## src/rtl/mem_access_pkg.sv

```systemverilog
// Shared types and default sizing for the memory access controller.
//   state_e   : controller FSM states
//   rd_src_e  : destination register of an in-flight read
//   ADDR_W / DATA_W / DATA_BASE : default address width, data width and
//               lowest writable address (everything below is program text)
package mem_access_pkg;

   localparam int unsigned ADDR_W    = 5;
   localparam int unsigned DATA_W    = 8;
   localparam int unsigned DATA_BASE = 15;

   typedef enum logic [2:0] {
      IDLE    = 3'd0,
      RD_ADDR = 3'd1,
      RD_DONE = 3'd2,
      WR      = 3'd3,
      WR_DONE = 3'd4
   } state_e;

   typedef enum logic {
      SRC_FETCH = 1'b0,
      SRC_LOAD  = 1'b1
   } rd_src_e;

endpackage : mem_access_pkg

```

## src/rtl/mem_access_ctrl.sv

```systemverilog
// Memory access controller: arbitrates instruction fetch, load and store
// requests onto a single data-memory port and returns results in ir / mdr.
// Ports:
//   clk, rst_n                  clock, asynchronous active-low reset
//   fetch_req, pc               instruction fetch request and address
//   ld_req, st_req, ea, st_data load/store requests, effective address, data
//   mem_rdata                   combinational read data for mem_addr
//   mem_addr, mem_wdata         registered address / write data to memory
//   mem_write_sig               write strobe, high only in WR
//   ir, mdr                     instruction and memory data registers
//   fetch_done, ld_done, st_done one-cycle completion pulses
//   st_fault                    store to program text rejected (with st_done)
module mem_access_ctrl #(
   parameter int unsigned ADDR_W    = mem_access_pkg::ADDR_W,
   parameter int unsigned DATA_W    = mem_access_pkg::DATA_W,
   parameter int unsigned DATA_BASE = mem_access_pkg::DATA_BASE
) (
   input  logic              clk,
   input  logic              rst_n,
   input  logic              fetch_req,
   input  logic [ADDR_W-1:0] pc,
   input  logic              ld_req,
   input  logic              st_req,
   input  logic [ADDR_W-1:0] ea,
   input  logic [DATA_W-1:0] st_data,
   input  logic [DATA_W-1:0] mem_rdata,
   output logic [ADDR_W-1:0] mem_addr,
   output logic [DATA_W-1:0] mem_wdata,
   output logic              mem_write_sig,
   output logic [DATA_W-1:0] ir,
   output logic [DATA_W-1:0] mdr,
   output logic              fetch_done,
   output logic              ld_done,
   output logic              st_done,
   output logic              st_fault
);

   import mem_access_pkg::*;

   state_e            state_q, state_d;
   rd_src_e           src_q, src_d;
   logic [ADDR_W-1:0] mem_addr_q, mem_addr_d;
   logic [DATA_W-1:0] mem_wdata_q, mem_wdata_d;
   logic [DATA_W-1:0] ir_q, ir_d;
   logic [DATA_W-1:0] mdr_q, mdr_d;
   logic              write_q, write_d;
   logic              fetch_done_q, fetch_done_d;
   logic              ld_done_q, ld_done_d;
   logic              st_done_q, st_done_d;
   logic              st_fault_q, st_fault_d;
   logic              store_ok_c;

   // Unsigned full-width compare; the top address is an ordinary data word.
   assign store_ok_c = (ea >= ADDR_W'(DATA_BASE));

   // Next-state and next-output logic; pulses default low so each lasts one cycle.
   always_comb begin
      state_d      = state_q;
      src_d        = src_q;
      mem_addr_d   = mem_addr_q;
      mem_wdata_d  = mem_wdata_q;
      ir_d         = ir_q;
      mdr_d        = mdr_q;
      write_d      = 1'b0;
      fetch_done_d = 1'b0;
      ld_done_d    = 1'b0;
      st_done_d    = 1'b0;
      st_fault_d   = 1'b0;

      unique case (state_q)
         IDLE: begin
            // Fixed priority: store, then load, then fetch. Losers keep
            // their request held and are picked up on a later IDLE cycle.
            if (st_req) begin
               if (store_ok_c) begin
                  mem_addr_d  = ea;
                  mem_wdata_d = st_data;
                  write_d     = 1'b1;
                  state_d     = WR;
               end else begin
                  st_done_d  = 1'b1;
                  st_fault_d = 1'b1;
                  state_d    = WR_DONE;
               end
            end else if (ld_req) begin
               mem_addr_d = ea;
               src_d      = SRC_LOAD;
               state_d    = RD_ADDR;
            end else if (fetch_req) begin
               mem_addr_d = pc;
               src_d      = SRC_FETCH;
               state_d    = RD_ADDR;
            end
         end

         RD_ADDR: begin
            // Address has been stable for a full cycle; capture on this edge.
            if (src_q == SRC_FETCH) begin
               ir_d         = mem_rdata;
               fetch_done_d = 1'b1;
            end else begin
               mdr_d     = mem_rdata;
               ld_done_d = 1'b1;
            end
            state_d = RD_DONE;
         end

         RD_DONE: state_d = IDLE;

         WR: begin
            // Memory commits the write on this edge; strobe drops with it.
            st_done_d = 1'b1;
            state_d   = WR_DONE;
         end

         WR_DONE: state_d = IDLE;

         default: state_d = IDLE;
      endcase
   end

   // State and output registers.
   always_ff @(posedge clk or negedge rst_n) begin
      if (!rst_n) begin
         state_q      <= IDLE;
         src_q        <= SRC_FETCH;
         mem_addr_q   <= '0;
         mem_wdata_q  <= '0;
         ir_q         <= '0;
         mdr_q        <= '0;
         write_q      <= 1'b0;
         fetch_done_q <= 1'b0;
         ld_done_q    <= 1'b0;
         st_done_q    <= 1'b0;
         st_fault_q   <= 1'b0;
      end else begin
         state_q      <= state_d;
         src_q        <= src_d;
         mem_addr_q   <= mem_addr_d;
         mem_wdata_q  <= mem_wdata_d;
         ir_q         <= ir_d;
         mdr_q        <= mdr_d;
         write_q      <= write_d;
         fetch_done_q <= fetch_done_d;
         ld_done_q    <= ld_done_d;
         st_done_q    <= st_done_d;
         st_fault_q   <= st_fault_d;
      end
   end

   assign mem_addr      = mem_addr_q;
   assign mem_wdata     = mem_wdata_q;
   assign mem_write_sig = write_q;
   assign ir            = ir_q;
   assign mdr           = mdr_q;
   assign fetch_done    = fetch_done_q;
   assign ld_done       = ld_done_q;
   assign st_done       = st_done_q;
   assign st_fault      = st_fault_q;

endmodule : mem_access_ctrl

```

## config.mk

```make
export PLATFORM = sky130hd
export DESIGN_NAME = mem_access_ctrl
export DESIGN_NICKNAME = d
export VERILOG_FILES = /design/src/rtl/mem_access_pkg.sv /design/src/rtl/mem_access_ctrl.sv
export SDC_FILE = /design/constraint.sdc
export NUM_CORES = 1
export LEC_CHECK = 0
export BUFFER_PORTS_ARGS = -buffer_cell sky130_fd_sc_hd__buf_2
export CAP_MARGIN = 10
export CORE_MARGIN = 2
export CORE_UTILIZATION = 40
export CTS_BUF_LIST = sky130_fd_sc_hd__clkbuf_8
export CTS_CLUSTER_DIAMETER = 30
export DETAILED_ROUTE_END_ITERATION = 16
export GPL_TIMING_DRIVEN = 0
export PLACE_DENSITY = 0.69
export SYNTH_ARGS = -nofsm -noshare
export SYNTH_HDL_FRONTEND = slang
export SYNTH_SLANG_ARGS = --single-unit
export TNS_END_PERCENT = 100
```

## constraint.sdc

```tcl
create_clock -name clk -period 1.8 [get_ports clk]
set_input_delay 0.36 -clock clk [delete_from_list [all_inputs] [get_ports clk]]
set_output_delay 0.36 -clock clk [all_outputs]
set_load 0.005 [all_outputs]
```

==> metrics.txt <==
status complete, no violations; Tightest Pin Transition roughly 0.83 ns; Synth area leaders dfrtp_1, mux2_2, nor2_8, o22ai_4, a31o_2; Setup Buffers After CTS 0; leading area contributor after synthesis dfrtp_1; Synth Flop Type dfrtp_1; routed wire length 2813 µm; number of top-level pins 65; switching power around 970 µW; PortBufs 64; CORE AREA between 3000 and 4000 µm²; post-route ant nets 0; vias approximately 1000; Tmin final between 1.5 and 2 ns; maxcap violations 0; area of the multi-input gates 550.5 µm²; worst IR drop on VDD around 740 µV; top cells by count, synth dfrtp_1, mux2_2, inv_1; Yosys top cell area share between 60% and 70%; chip height ~65 µm; # hold bufs at CTS 0; Leak around 1.0 nW; DRC violations left 0; Final Hold Viols 0; Slew Limit Fails 0; antenna cells 0; number of buffers on the longest clock path 2; Sw Ratio 30.22%; Comb power frac 38.0%; CP endpoint kind register; Fmax ~570 MHz; die area about 4300 µm²; Yosys reg bits 38; Yosys warnings 0; Clock Power Share between 10% and 20%; worst skew pair latency approximately 0.28 ns; Overall Global Routing Usage between 10% and 20%; PD cells between 1500 and 2000 nW/µm²; routability cong. slightly below 0.8; filler cell count roughly 340; syn_nets around 120; detailed placer's ending HPWL around 2100 µm; first-pass GRT wire length between 4000 and 5000 µm; Final Power around 3.2 mW; Layout Skew between 0.003 and 0.004 ns; RSZ-0062 raised after global routing true; Worst-path clk slew about 0.07 ns; Crit path required time between 1.5 and 2 ns; # resized after CTS 0; Root Driver clkbuf_8; Die W 65.45 µm; Reg area between 900 and 1000 µm²; Congestion Overflow GR 0; top-count cell post-synth dfrtp_1; worst hold-check path type in2async; largest net degree at the start of global routing 39; library cells used by synthesis 15; initial antenna violation count 0; cells after synthesis 93; Synth async-reset ratio between 90% and 100%; fin crit share 97.92%; H-Tree Level Count 2; cell-internal power between 2 and 2.5 mW; # nets final 198; startpoint types register; CTS tree built; initial core utilization between 40% and 50%; Slew HR 43.67%; Setup Crit Path Kind reg2reg; wire length per cell around 13 µm; Via density between 4 and 5; critical path arrival 1.93 ns; TritonCTS buffer count 5; Fin Hold WS 0.1625 ns; share of layout cells above drive strength 1 approximately two thirds; vias in the first global route between 1000 and 1500; Mapped Avg Cell Area ~16 µm²; synthesized cell area approximately 1500 µm²; Iter 0 DRT Violations 11; Area Growth Syn to Fin 31.65%; DR pass1 iterations 3; sequential fraction of design power between 40% and 50%; row count 22; sequential share of the synthesized area between 60% and 70%; crit-path max FO 6; Post-synth EDFFs 0; Sink Count 38; endpoints failing setup 0
[power groups by stage]
| stage | registers [mW] | logic (mW) | clock network [mW] |
|---|---|---|---|
| 2_1_floorplan | 1.52 | 0.651 | 0 |
| 3_3_place_gp | 1.47 | 1.17 | 0 |
| 3_5_place_dp | 1.50 | 1.21 | 0 |
| 4_1_cts | 1.49 | 1.21 | 0.531 |
| 5_1_grt | 1.54 | 1.34 | 0.578 |
| 6_report | 1.48 | 1.22 | 0.507 |
[through the flow]
| step | area (µm²) | util [%] | setup TNS [ns] | setup slack (ns) | std cells |
|---|---|---|---|---|---|
| finish | 1988 | 54.72 | 0 | 0.03737 | 215 |
| global route | 1988 | 54.72 | -0.07114 | -0.01788 | 215 |
| CTS | 1967 | 54.13 | 0 | 0.01140 | 212 |
| detailed placement | 1891 | 52.03 | -0.1327 | -0.02984 | 205 |
| global placement | 1891 | 52.03 | -0.08808 | -0.01889 | 205 |
| floorplan | 1510 | - | 0 | 0.1370 | 93 |
[kinds of logic (layout without fill, tap and decap cells)]
logic type | count (synthesis) | count (layout) | synth area share (%)
multiplexers | 34 | 34 | 25.35
AO/OA/AOI/OAI | 7 | 7 | 4.060
AND/OR/NAND/NOR | 10 | 11 | 6.628
buffers and inverters | 4 | 77 | 0.9939
flip-flops | 38 | 38 | 62.97
[cell type report]
type	instances	share of cell area (%)
Timing Repair Buffer	66	16.87
Sequential cell	38	47.83
Clock inverter	2	0.3776
Clock buffer	5	3.461
Multi-Input combinational cell	52	27.69
Tap cell	48	3.021
Inverter	4	0.7552
[routing by layer]
layer | global-route usage (%) | vias up | wire length (µm) | share of wire [%]
li1 | - | 478 | - | -
met1 | 16.57 | 508 | 1033 | 37
met2 | 26.02 | 42 | 1517 | 54
met3 | 5.651 | 3 | 240 | 8.5
met4 | 3.906 | 0 | 21 | 0.75
met5 | 0 | - | 0 | 0
[state kept, by name, summed over array words and instances, names as in the netlist, 3 cells and up]
signal,cells
mdr,8
state_q,3
mem_wdata,8
mem_addr,5
ir,8
[worst paths after layout]
| check | from | to | slack (ns) | cells past startpoint |
|---|---|---|---|---|
| max | state_q[0]$_DFFE_PN0P_ | mem_addr[4]$_DFFE_PN0P_ | 0.04 | 3 |
| min | rst_n | mem_addr[1]$_DFFE_PN0P_ | 0.16 | 1 |
| max reg2reg | state_q[0]$_DFFE_PN0P_ | mem_addr[4]$_DFFE_PN0P_ | 0.04 | 3 |
| min reg2reg | mem_wdata[6]$_DFFE_PN0P_ | mem_wdata[6]$_DFFE_PN0P_ | 0.50 | 1 |
| max in group asynchronous | rst_n | ir[0]$_DFFE_PN0P_ | 1.13 | 1 |
| min in group clk | st_data[7] | mem_wdata[7]$_DFFE_PN0P_ | 0.31 | 2 |
[cells in the final DEF (no fill, tap or decap), types with 2 or more instances in the layout]
| master | count |
|---|---|
| buf_4 | 2 |
| mux2_2 | 34 |
| buf_2 | 64 |
| a31o_2 | 2 |
| dfrtp_1 | 38 |
| inv_1 | 6 |
| o21ai_0 | 3 |
| nor2_1 | 2 |
| clkbuf_8 | 5 |
| nor2_8 | 2 |
[critical path, stage by stage (launching register included)]
cell and delay, ns:
dfrtp_1 0.41, or4b_4 0.62, o22ai_4 0.26, mux2_2 0.37
Note: power is estimated with default switching activity, not from simulation.
